## config.mk

```make
export PLATFORM = sky130hd
export DESIGN_NAME = plic_claim_agent
export DESIGN_NICKNAME = d
export VERILOG_FILES = /design/src/rtl/plic_claim_agent.sv
export SDC_FILE = /design/constraint.sdc
export NUM_CORES = 1
export LEC_CHECK = 0
export ABC_AREA = 1
export CAP_MARGIN = 30
export CORE_MARGIN = 4
export CORE_UTILIZATION = 33
export DETAILED_ROUTE_END_ITERATION = 8
export HOLD_SLACK_MARGIN = 0.15
export MAX_ROUTING_LAYER = met4
export PLACE_DENSITY = 0.68
export SETUP_SLACK_MARGIN = 0.2
export SLEW_MARGIN = 20
export SYNTH_ARGS = -nofsm -noshare
export SYNTH_HDL_FRONTEND = slang
export SYNTH_SLANG_ARGS = --single-unit
```

## constraint.sdc

```tcl
create_clock -name CLK -period 2 [get_ports CLK]
set_clock_uncertainty 0.15 [all_clocks]
set_input_delay 0.3 -clock CLK [delete_from_list [all_inputs] [get_ports CLK]]
set_output_delay 0.3 -clock CLK [all_outputs]
set_load 0.01 [all_outputs]
```

## src/rtl/plic_claim_agent.sv

```systemverilog
`default_nettype none
// ============================================================================
// Module   : plic_claim_agent
// Claims, delivers and completes one hart's PLIC interrupts in hardware.
// Optional PLIC init sequencer: define PLIC_CLAIM_AGENT_INIT_EN.
// Revision : 1.0 - initial release
// ============================================================================
module plic_claim_agent #(
  parameter int HART_ID   = 0,
  parameter int N_INT_SRC = 32,
  parameter int W_ID      = $clog2(N_INT_SRC + 1),
  parameter int INIT_PRIO = 1,
  parameter int HOLDOFF   = 3
) (
  input  logic            CLK,
  input  logic            RST,
  input  logic            w_eip,
  output logic            o_req,
  input  logic            i_gnt,
  output logic [29:0]     o_offset,
  output logic            o_we,
  output logic [31:0]     o_wdata,
  output logic            o_re,
  input  logic [31:0]     i_rdata,
  output logic            o_irq_valid,
  output logic [W_ID-1:0] o_irq_id,
  input  logic            i_irq_ready,
  input  logic            i_irq_done,
  output logic            o_busy,
  output logic [15:0]     o_spurious
);

  localparam logic [29:0] C_CLAIM_OFS = 30'(32'h0020_0004 + 32'(HART_ID) * 32'h1000);
  localparam logic [29:0] C_THR_OFS   = 30'(32'h0020_0000 + 32'(HART_ID) * 32'h1000);
  localparam logic [29:0] C_EN_OFS    = 30'(32'h0000_2000 + 32'(HART_ID) * 32'h80);
  localparam int          C_EN_WORDS  = (N_INT_SRC + 32) / 32;
  localparam int          C_HW        = $clog2(HOLDOFF + 1) + 1;
  localparam logic [C_HW-1:0] C_HOLD  = C_HW'(HOLDOFF);

  typedef enum logic [3:0] {
`ifdef PLIC_CLAIM_AGENT_INIT_EN
    S_INIT      = 4'd0,
`endif
    S_IDLE      = 4'd1,
    S_CLAIM_REQ = 4'd2,
    S_CLAIM_RD  = 4'd3,
    S_DELIVER   = 4'd4,
    S_SERVICE   = 4'd5,
    S_CMPL_REQ  = 4'd6,
    S_HOLDOFF   = 4'd7
  } state_t;

  // Init write n: priorities 1..N first, then enable words, then threshold.
  function automatic logic [29:0] init_ofs(input logic [15:0] idx);
    int n;
    n = int'(idx);
    if (n < N_INT_SRC) return 30'(4 * (n + 1));
    if (n < N_INT_SRC + C_EN_WORDS) return C_EN_OFS + 30'(4 * (n - N_INT_SRC));
    return C_THR_OFS;
  endfunction

  function automatic logic [31:0] init_data(input logic [15:0] idx);
    int n;
    int id;
    logic [31:0] d;
    n = int'(idx);
    d = '0;
    if (n < N_INT_SRC) begin
      d = 32'(INIT_PRIO);
    end else if (n < N_INT_SRC + C_EN_WORDS) begin
      for (int b = 0; b < 32; b++) begin
        id   = 32 * (n - N_INT_SRC) + b;
        d[b] = (id >= 1) && (id <= N_INT_SRC);
      end
    end
    return d;
  endfunction

  state_t            state_q;
  logic              phase_q;    // 1 = strobe cycle of a granted bus access
  logic              re_q;
  logic              we_q;
  logic [29:0]       ofs_q;
  logic [31:0]       wdata_q;
  logic              valid_q;
  logic [W_ID-1:0]   id_q;
  logic [15:0]       spur_q;
  logic [C_HW-1:0]   hold_q;
  logic              claim_ok;
`ifdef PLIC_CLAIM_AGENT_INIT_EN
  logic [15:0]       init_idx_q;
  localparam logic [15:0] C_INIT_LAST = 16'(N_INT_SRC + C_EN_WORDS);
`endif

  assign claim_ok = (i_rdata != 32'd0) && (i_rdata <= 32'(N_INT_SRC));

  always_ff @(posedge CLK) begin
    if (RST) begin
`ifdef PLIC_CLAIM_AGENT_INIT_EN
      state_q    <= S_INIT;
      init_idx_q <= '0;
`else
      state_q    <= S_IDLE;
`endif
      phase_q <= 1'b0;
      re_q    <= 1'b0;
      we_q    <= 1'b0;
      ofs_q   <= '0;
      wdata_q <= '0;
      valid_q <= 1'b0;
      id_q    <= '0;
      spur_q  <= '0;
      hold_q  <= '0;
    end else begin
      re_q <= 1'b0;
      we_q <= 1'b0;
      case (state_q)
`ifdef PLIC_CLAIM_AGENT_INIT_EN
        S_INIT: begin
          if (!phase_q) begin
            if (i_gnt) begin
              phase_q <= 1'b1;
              we_q    <= 1'b1;
              ofs_q   <= init_ofs(init_idx_q);
              wdata_q <= init_data(init_idx_q);
            end
          end else begin
            phase_q <= 1'b0;
            if (init_idx_q == C_INIT_LAST) state_q <= S_IDLE;
            else init_idx_q <= init_idx_q + 16'd1;
          end
        end
`endif
        S_IDLE: if (w_eip) state_q <= S_CLAIM_REQ;
        S_CLAIM_REQ: begin
          if (!phase_q) begin
            if (i_gnt) begin
              phase_q <= 1'b1;
              re_q    <= 1'b1;
              ofs_q   <= C_CLAIM_OFS;
            end
          end else begin
            phase_q <= 1'b0;
            state_q <= S_CLAIM_RD;
          end
        end
        S_CLAIM_RD: begin
          if (claim_ok) begin
            id_q    <= i_rdata[W_ID-1:0];
            valid_q <= 1'b1;
            state_q <= S_DELIVER;
          end else begin
            id_q    <= '0;
            if (spur_q != 16'hFFFF) spur_q <= spur_q + 16'd1;
            hold_q  <= C_HOLD;
            state_q <= S_HOLDOFF;
          end
        end
        S_DELIVER: if (i_irq_ready) begin
          valid_q <= 1'b0;
          state_q <= S_SERVICE;
        end
        S_SERVICE: if (i_irq_done) state_q <= S_CMPL_REQ;
        S_CMPL_REQ: begin
          if (!phase_q) begin
            if (i_gnt) begin
              phase_q <= 1'b1;
              we_q    <= 1'b1;
              ofs_q   <= C_CLAIM_OFS;
              wdata_q <= 32'(id_q);
            end
          end else begin
            phase_q <= 1'b0;
            hold_q  <= C_HOLD;
            state_q <= S_HOLDOFF;
          end
        end
        S_HOLDOFF: begin
          if (hold_q <= C_HW'(1)) state_q <= S_IDLE;
          else hold_q <= hold_q - C_HW'(1);
        end
        default: state_q <= S_IDLE;
      endcase
    end
  end

`ifdef PLIC_CLAIM_AGENT_INIT_EN
  assign o_req = (state_q == S_INIT) || (state_q == S_CLAIM_REQ) || (state_q == S_CMPL_REQ);
`else
  assign o_req = (state_q == S_CLAIM_REQ) || (state_q == S_CMPL_REQ);
`endif
  assign o_busy      = (state_q != S_IDLE);
  assign o_re        = re_q;
  assign o_we        = we_q;
  assign o_offset    = ofs_q;
  assign o_wdata     = wdata_q;
  assign o_irq_valid = valid_q;
  assign o_irq_id    = id_q;
  assign o_spurious  = spur_q;

endmodule
`default_nettype wire

```

== Yosys cells after proc, flatten, opt, wreduce, memory -nomap -nowiden ==
Cells that the tools add are included.
Cells by class
  $add $sub $neg: 2
  magnitude comparators: 2
  eq/ne operators: 18
  muxes and demuxes: 18
  bitwise logic cells: 4
  reduce and logical (&&, ||, !) cells: 14
Operator list (count)
  $le A32 B6 Y1 const B: 1
  $reduce_bool A32 Y1: 1
  $pmux W4 S7: 1
  $mux W4: 6
  $ne A2 B2 Y1 const B: 9
  $add A16 B1 Y16 const B: 1
  $eq A4 B3 Y1 const B: 4
  $ne A16 B16 Y1 const B: 1
  $reduce_and A3 Y1: 4
  $mux W3: 3
  $pmux W3 S3: 1
  $eq A4 B2 Y1 const B: 2
  $mux W6: 1
  $reduce_and A6 Y1: 1
  $reduce_or A2 Y1: 3
  $eq A4 B1 Y1 const B: 1
  $mux W1: 4
  $ne A4 B1 Y1 const B: 1
  $not A1 Y1: 4
  $reduce_and A4 Y1: 1
  $le A3 B1 Y1 const B: 1
  $reduce_bool A3 Y1: 1
  $sub A3 B1 Y3 const B: 1
  $mux W2: 1
  other kinds (4): 4
Word-level totals
  register bits after elaboration: 40
  input bits: 38
  output and inout port bits: 89
  word-level logic and storage cells: 68

== Depth between registers and ports, before layout ==
Gate-level depths: netlist of run 1.
  word-level depth: 4
  mapped depth: 10
  depth with buffers taken out: 10

== Least setup slack after synthesis of run 1 ==
OpenSTA, ideal clock, no wires.
  path kind: flip-flop to flip-flop
  start point: reg spur_q[1], in the netlist o_spurious[1]
  end point: reg spur_q[13], in the netlist o_spurious[13]
  library setup time: 0.068 ns
  data arrival time: 1.606 ns
  required time: 1.782 ns
  slack: 0.176 ns
  stages on the path, launching flop included: 8
  buffers on the path: 1
  clock period less this slack: 1.824 ns
  cell sequence: dfxtp_1 -> ha_1 -> nor3b_4 -> nand4_4 -> nand3_4 -> buf_6 -> nand2_1 -> a21oi_2
On the way
  word-level cells in the longest chain between the ends: 2
  elaborated cells between the ends (all ways): 3
  those cells by class: add/sub (1); eq/ne (1); reduce/logical (1)
Ends and longest elaborated chain
  start: declaration: line 87  | logic [15:0] spur_q;
  start signal: assignment: line 154  | if (spur_q != 16'hFFFF) spur_q <= spur_q + 16'd1;
  parallel branches: the longest is 2 deep, another holds $add A16 B1 Y16
Several ways; the timed one is not identified.
A chain may end at the register's enable or synchronous reset.

== Worst setup path after layout of run 1 ==
  start point: reg spur_q[12], in the netlist o_spurious[12]
  end point: out o_spurious[12]
RTL lines
  end: declaration: line 30  | output logic [15:0] o_spurious
No word-level cell between the ends.

==> flow_metrics.env, run 1 <==
export IMPL_cts_buffer_depth=2
export IMPL_status="finished clean"
export IMPL_max_freq_ghz=0.569
export IMPL_ant_nets=0
export IMPL_wl_per_cell_um=12.3
export IMPL_finalSetupViolCount=0
export IMPL_fin_crit_sh_pct=87.9
export IMPL_cap_violations=0
export IMPL_syn_area_um2=2580
export IMPL_crit_slowest_cell="clkdlybuf4s50_1"
export IMPL_ir_worst_vdd_v=0.000496
export IMPL_cp_top_family="buffers and inverters"
export IMPL_drc=0
export IMPL_yosysSeqAreaShare_pct=30.2
export IMPL_start_util_pct=34.7
export IMPL_maxSlewViolCount=0
export IMPL_die_area_um2=9300
export IMPL_path_cells="clkdlybuf4s50_1"
export IMPL_synth_largest_area_cell="dfxtp_1"
export IMPL_hold_class="reg2reg"
export IMPL_synth_edf_count=0
export IMPL_pwr_density_cell_nw_per_um2=692
export IMPL_overflow=0
export IMPL_yosys_top_cells_count="71 x nand2_1, 64 x nor2_1, 55 x buf_4"
export IMPL_pin_count=127
export IMPL_clkLatencyLatePin_ns=0.30
export IMPL_power_mw=2.57
export IMPL_coreArea_um2=7450
export IMPL_antenna_found_initial=0
export IMPL_min_from="o_irq_valid$_SDFFE_PP0P_"
export IMPL_clock_power_share_pct=26.7
export IMPL_ys_warn_count=0
export IMPL_fin_hold_ws_ns=0.321
export IMPL_regToRegEndpoint="state_q[1]$_SDFFE_PP0P_"
export IMPL_die_w_um=96.5
export IMPL_slowest_delay_ns=0.58
export IMPL_synth_avg_cell_area_um2=6.85
export IMPL_nFillCells=739
export IMPL_row_count=31
export IMPL_vias_per_cell=4.50
export IMPL_synth_most_common_cell="nand2_1"
export IMPL_ys_types=29
export IMPL_grt_pass1_wl_mm=10.5
export IMPL_p_int_mw=1.61
export IMPL_routed_wl_mm=7.12
export IMPL_path_class="reg2out"
export IMPL_r2r_start="hold_q[1]$_SDFFE_PP0P_"
export IMPL_drive_gt1_share_pct=16.3
export IMPL_fp_dieH_um=96.5
export IMPL_h_tree_depth=2
export IMPL_dr_pass1_iters=4
export IMPL_r2r_slack_ns=0.30
export IMPL_ff2ff_path_depth=9
export IMPL_crit_fanout=4
export IMPL_globalplace_congestion=0.876
export IMPL_numCtsBuffers=5
export IMPL_yosysTopAreaCellShare_pct=30.2
export IMPL_synth_main_ff_cell="dfxtp_1"
export IMPL_final_hold_violation_count=0
export IMPL_grt_pass1_vias=2376
export IMPL_fin_crit_ns=1.76
export IMPL_p_sw_mw=0.960
export IMPL_holdPathEnd="o_irq_valid$_SDFFE_PP0P_"
export IMPL_port_buffers=72
export IMPL_setup_worst_path_start_class="flip-flop"
export IMPL_clockRootBuffer="clkbuf_8"
export IMPL_leakage_nw=1.80
export IMPL_areaGrowthSynthToFinish_pct=43.7
export IMPL_comb_power_share_pct=36.3
export IMPL_grt_usage_pct=14.5
export IMPL_diodes=0
export IMPL_netlist_top_cells_area="dfxtp_1 30%, buf_4 16%, nand2_1 10%"
export IMPL_layout_nets=519
export IMPL_rsz0062_at_grt="no"
export IMPL_dr_total_vias=2600
export IMPL_hold_path_depth=2
export IMPL_hpwlAfterDp_mm=5.24
export IMPL_final_util_pct=49.8
export IMPL_cts_tree="yes"
export IMPL_path_clk_slew_ns=0.09
export IMPL_synth_seq_cells=39
export IMPL_crit_buf_inv=1
export IMPL_endpoint_kind="output pin"
export IMPL_cts_sinks=39
export IMPL_crit_arrival_ns=1.31
export IMPL_swShare_pct=37.4
export IMPL_synthArstFlopShare_pct=0
export IMPL_required_ns=1.55
export IMPL_pwr_share_seq_pct=37.0
export IMPL_initialDrtViolationCount=166
export IMPL_grt_max_degree=23
export IMPL_synthCells=377
export IMPL_tns_ns=0
==> stage by stage <==
stage / instance area (um^2) / std cells / setup WS [ns]
floorplan: 2790 / 430 / 0.251
global placement: 3370 / 564 / -0.0280
detailed placement: 3370 / 564 / -0.0849
CTS: 3490 / 572 / 0.207
global route: 3710 / 578 / 0.163
finish: 3710 / 578 / 0.241
==> sequential cells by signal (all words and copies together) (netlist names) <==
signal and cells:
o_irq_id 6, o_wdata 6, o_we 1, o_irq_valid 1, hold_q 3, o_offset 1
o_re 1, o_spurious 16, state_q 3, phase_q 1
==> layout make-up <==
class                           instances  area, um^2  share of cell area (%)
Clock buffer                            5        68.8                    1.85
Clock inverter                          3        46.3                    1.25
Inverter                               27         105                    2.83
Multi-Input combinational cell        302        1550                    41.7
Sequential cell                        39         796                    21.5
Tap cell                               99         124                    3.34
Timing Repair Buffer                  103        1020                    27.6
==> how the worst max path moves through the flow <==
stage                                 from                     endpoint  slack [ns]  depth (start not counted)
2_1_floorplan   o_spurious[2]$_SDFFE_PP0P_  o_spurious[13]$_SDFFE_PP0P_        0.25                          7
3_3_place_gp                   i_rdata[29]  o_spurious[13]$_SDFFE_PP0P_       -0.03                         10
3_5_place_dp                   i_rdata[29]  o_spurious[13]$_SDFFE_PP0P_       -0.08                         10
4_1_cts         o_spurious[0]$_SDFFE_PP0P_  o_spurious[13]$_SDFFE_PP0P_        0.21                          6
5_1_grt                        i_rdata[29]       hold_q[1]$_SDFFE_PP0P_        0.16                         11
6_report       o_spurious[12]$_SDFFE_PP0P_               o_spurious[12]        0.24                          1
==> layout by cell type, fill, tap and decap left out, types with 2 or more instances in the layout <==
cell type,instances
nor2_2,9
buf_6,2
nand4_1,22
clkinvlp_4,2
a21oi_1,23
clkbuf_8,5
dfxtp_2,3
nor2_1,53
buf_4,28
nand2_1,67
nand3b_1,2
conb_1,54
dfxtp_1,33
nor2_4,2
xor2_1,7
nand2_2,5
clkdlybuf4s50_1,43
a21oi_2,6
dlymetal6s2s_1,27
inv_1,25
ha_1,2
xnor2_1,6
o21ai_0,11
dfxtp_4,3
dlygate4sd2_1,2
nand3_1,14
nor3_1,6
nand3_4,2
==> power by group through the flow <==
stage	logic, mW	registers [mW]	clock network [mW]
4_1_cts	0.830	0.929	0.702
5_1_grt	1.06	0.967	0.740
6_report	0.932	0.951	0.685
2_1_floorplan	0.619	0.927	0
3_3_place_gp	0.817	0.935	0
3_5_place_dp	0.838	0.937	0
==> per-layer routing <==
layer,vias up,GRT usage (%),share of wire [%]
met4,0,5.49,1.8
met2,94,24.0,51
met5,-,-,0
met3,11,2.25,6.1
met1,1174,17.9,41
li1,1321,-,-
==> cell families (layout without fill, tap and decap cells) <==
group           after synthesis  after routing  share of synthesized area [%]
fa+ha+maj                     3              3                           1.45
flops                        39             39                           30.2
simple gates                188            189                           33.1
compound gates               43             43                           9.21
buf+inv                      90            138                           21.5
xor+xnor                     13             13                           4.41
other cells                   1             54                          0.145
==> repair_timing <==
action                                 4_1_cts  5_1_grt
cloned                                       0        2
setup buffers                                0        4
setup endpoints to repair                    9       37
hold buffers                                 0        0
gates resized for setup                      7       57
pin swaps                                    0       31
endpoints found under the hold margin        0        0
Note: power is estimated with default switching activity, not from simulation.
==> inputs of run 2 (changes only) <==
--- a/config.mk
+++ b/config.mk
@@ -12,7 +12,7 @@
 export DETAILED_ROUTE_END_ITERATION = 8
 export HOLD_SLACK_MARGIN = 0.15
 export MAX_ROUTING_LAYER = met4
-export PLACE_DENSITY = 0.68
+export PLACE_DENSITY = 0.79
 export SETUP_SLACK_MARGIN = 0.2
 export SLEW_MARGIN = 20
 export SYNTH_ARGS = -nofsm -noshare
==> flow_metrics.env, run 2 (synthesis gave the netlist of run 1 again) <==
export IMPL_swShare_pct=37.4
export IMPL_largest_register_ffs=16
export IMPL_coreArea_um2=7450
export IMPL_pin_count=127
export IMPL_clkLatencyLatePin_ns=0.30
export IMPL_max_freq_ghz=0.564
export IMPL_grt_usage_pct=15.2
export IMPL_ir_worst_vdd_v=0.000431
export IMPL_hpwlAfterDp_mm=5.52
export IMPL_die_w_um=96.5
export IMPL_wl_per_cell_um=13.1
export IMPL_die_area_um2=9300
export IMPL_crit_fanout=5
export IMPL_postPlaceCellArea_um2=3380
export IMPL_path_class="reg2out"
export IMPL_dr_pass1_iters=4
export IMPL_row_count=31
export IMPL_port_buffers=72
export IMPL_crit_arrival_ns=1.32
export IMPL_fp_dieH_um=96.5
export IMPL_clockRootBuffer="clkbuf_8"
export IMPL_ant_nets=0
export IMPL_startpoint="o_spurious[6]$_SDFFE_PP0P_"
export IMPL_fin_crit_ns=1.77
export IMPL_min_from="o_irq_valid$_SDFFE_PP0P_"
export IMPL_layout_nets=521
export IMPL_initialDrtViolationCount=169
export IMPL_endpoint_kind="output pin"
export IMPL_hold_class="reg2reg"
export IMPL_rsz0062_at_grt="yes"
export IMPL_start_util_pct=34.7
export IMPL_comb_power_share_pct=36.8
export IMPL_grt_pass1_wl_mm=10.8
export IMPL_cts_buffer_depth=2
export IMPL_pwr_density_cell_nw_per_um2=685
export IMPL_required_ns=1.55
export IMPL_clock_power_share_pct=26.6
export IMPL_status="finished clean"
export IMPL_h_tree_depth=2
export IMPL_setup_worst_path_start_class="flip-flop"
export IMPL_path_clk_slew_ns=0.08
export IMPL_dr_total_vias=2723
export IMPL_cts_sinks=39
export IMPL_r2r_start="o_spurious[0]$_SDFFE_PP0P_"
export IMPL_drc=0
export IMPL_finalSetupViolCount=0
export IMPL_fin_crit_sh_pct=88.7
export IMPL_drive_gt1_share_pct=16.4
export IMPL_globalplace_congestion=0.850
export IMPL_overflow=0
export IMPL_leakage_nw=1.76
export IMPL_grt_max_degree=18
export IMPL_numCtsBuffers=5
export IMPL_layout_commonest_cell="nand2_1"
export IMPL_p_sw_mw=0.947
export IMPL_final_util_pct=49.6
export IMPL_diodes=0
export IMPL_cts_tree="yes"
export IMPL_fin_area_um2=3690
export IMPL_routed_wl_mm=7.59
export IMPL_areaGrowthSynthToFinish_pct=43.1
export IMPL_cap_violations=0
export IMPL_pwr_share_seq_pct=36.7
export IMPL_antenna_found_initial=0
export IMPL_vias_per_cell=4.69
export IMPL_final_hold_violation_count=0
export IMPL_maxSlewViolCount=0
export IMPL_mostFrequentLayoutCells="68 x nand2_1, 56 x nor2_1, 54 x conb_1"
export IMPL_grt_pass1_vias=2420
export IMPL_p_int_mw=1.58
[run 2: layout make-up]
| class | count | area [um^2] |
|---|---|---|
| multi-input cells | 303 | 1530 |
| inverters | 27 | 105 |
| clock inverters | 3 | 43.8 |
| flip-flops and latches | 39 | 793 |
| repair buffers | 104 | 1030 |
| fillers | 688 | 3750 |
| clock buffers | 5 | 68.8 |
| well taps | 99 | 124 |
[run 2: path summary, 6_finish.rpt]
check,slack [ns],endpoint,cells past startpoint
setup / recovery,0.23,o_spurious[6],2
hold / removal,0.32,o_irq_valid$_SDFFE_PP0P_,2
setup reg to reg,0.28,o_spurious[3]$_SDFFE_PP0P_,6
hold reg to reg,0.32,o_irq_valid$_SDFFE_PP0P_,2
[run 2: power groups by stage]
stage / clock (mW) / combinational [mW] / sequential, mW
3_5_place_dp: 0 / 0.857 / 0.937
2_1_floorplan: 0 / 0.619 / 0.927
4_1_cts: 0.686 / 0.847 / 0.926
6_report: 0.672 / 0.931 / 0.928
5_1_grt: 0.721 / 1.03 / 0.941
3_3_place_gp: 0 / 0.830 / 0.935
[run 2: routing by layer]
| layer | vias up | part of all wire [%] | routed length, um | GRT usage (%) |
|---|---|---|---|---|
| met3 | 16 | 7.5 | 567 | 3.49 |
| met5 | - | 0 | 0 | - |
| li1 | 1325 | - | - | - |
| met1 | 1263 | 40 | 3020 | 18.3 |
| met2 | 119 | 51 | 3840 | 25.2 |
| met4 | 0 | 2.1 | 163 | 4.91 |
[run 2: what timing repair did]
| item | 4_1_cts | 5_1_grt |
|---|---|---|
| setup buffers | 0 | 5 |
| gates cloned | 0 | 2 |
| hold endpoints to repair | 0 | 0 |
| gates resized for setup | 8 | 49 |
| setup endpoints to repair | 5 | 40 |
| hold buffers | 0 | 0 |
| pin swaps | 0 | 31 |
[run 2: critical path, stage by stage (launching register included)]
cell and delay, ns:
dfxtp_1 0.33, buf_4 0.15, clkdlybuf4s50_1 0.54
[run 2: per-stage QoR]
stage          setup TNS [ns]  power [mW]  setup WS, ns  hold WS, ns  cells
5_1_grt                     0        2.69         0.138        0.331    580
3_3_place_gp           -0.404        1.76       -0.0390        0.308    565
6_report                    0        2.53         0.226        0.324    580
4_1_cts                     0        2.46         0.209        0.325    573
2_1_floorplan               0        1.55         0.251        0.316    430
3_5_place_dp            -1.12        1.79       -0.0771        0.312    565
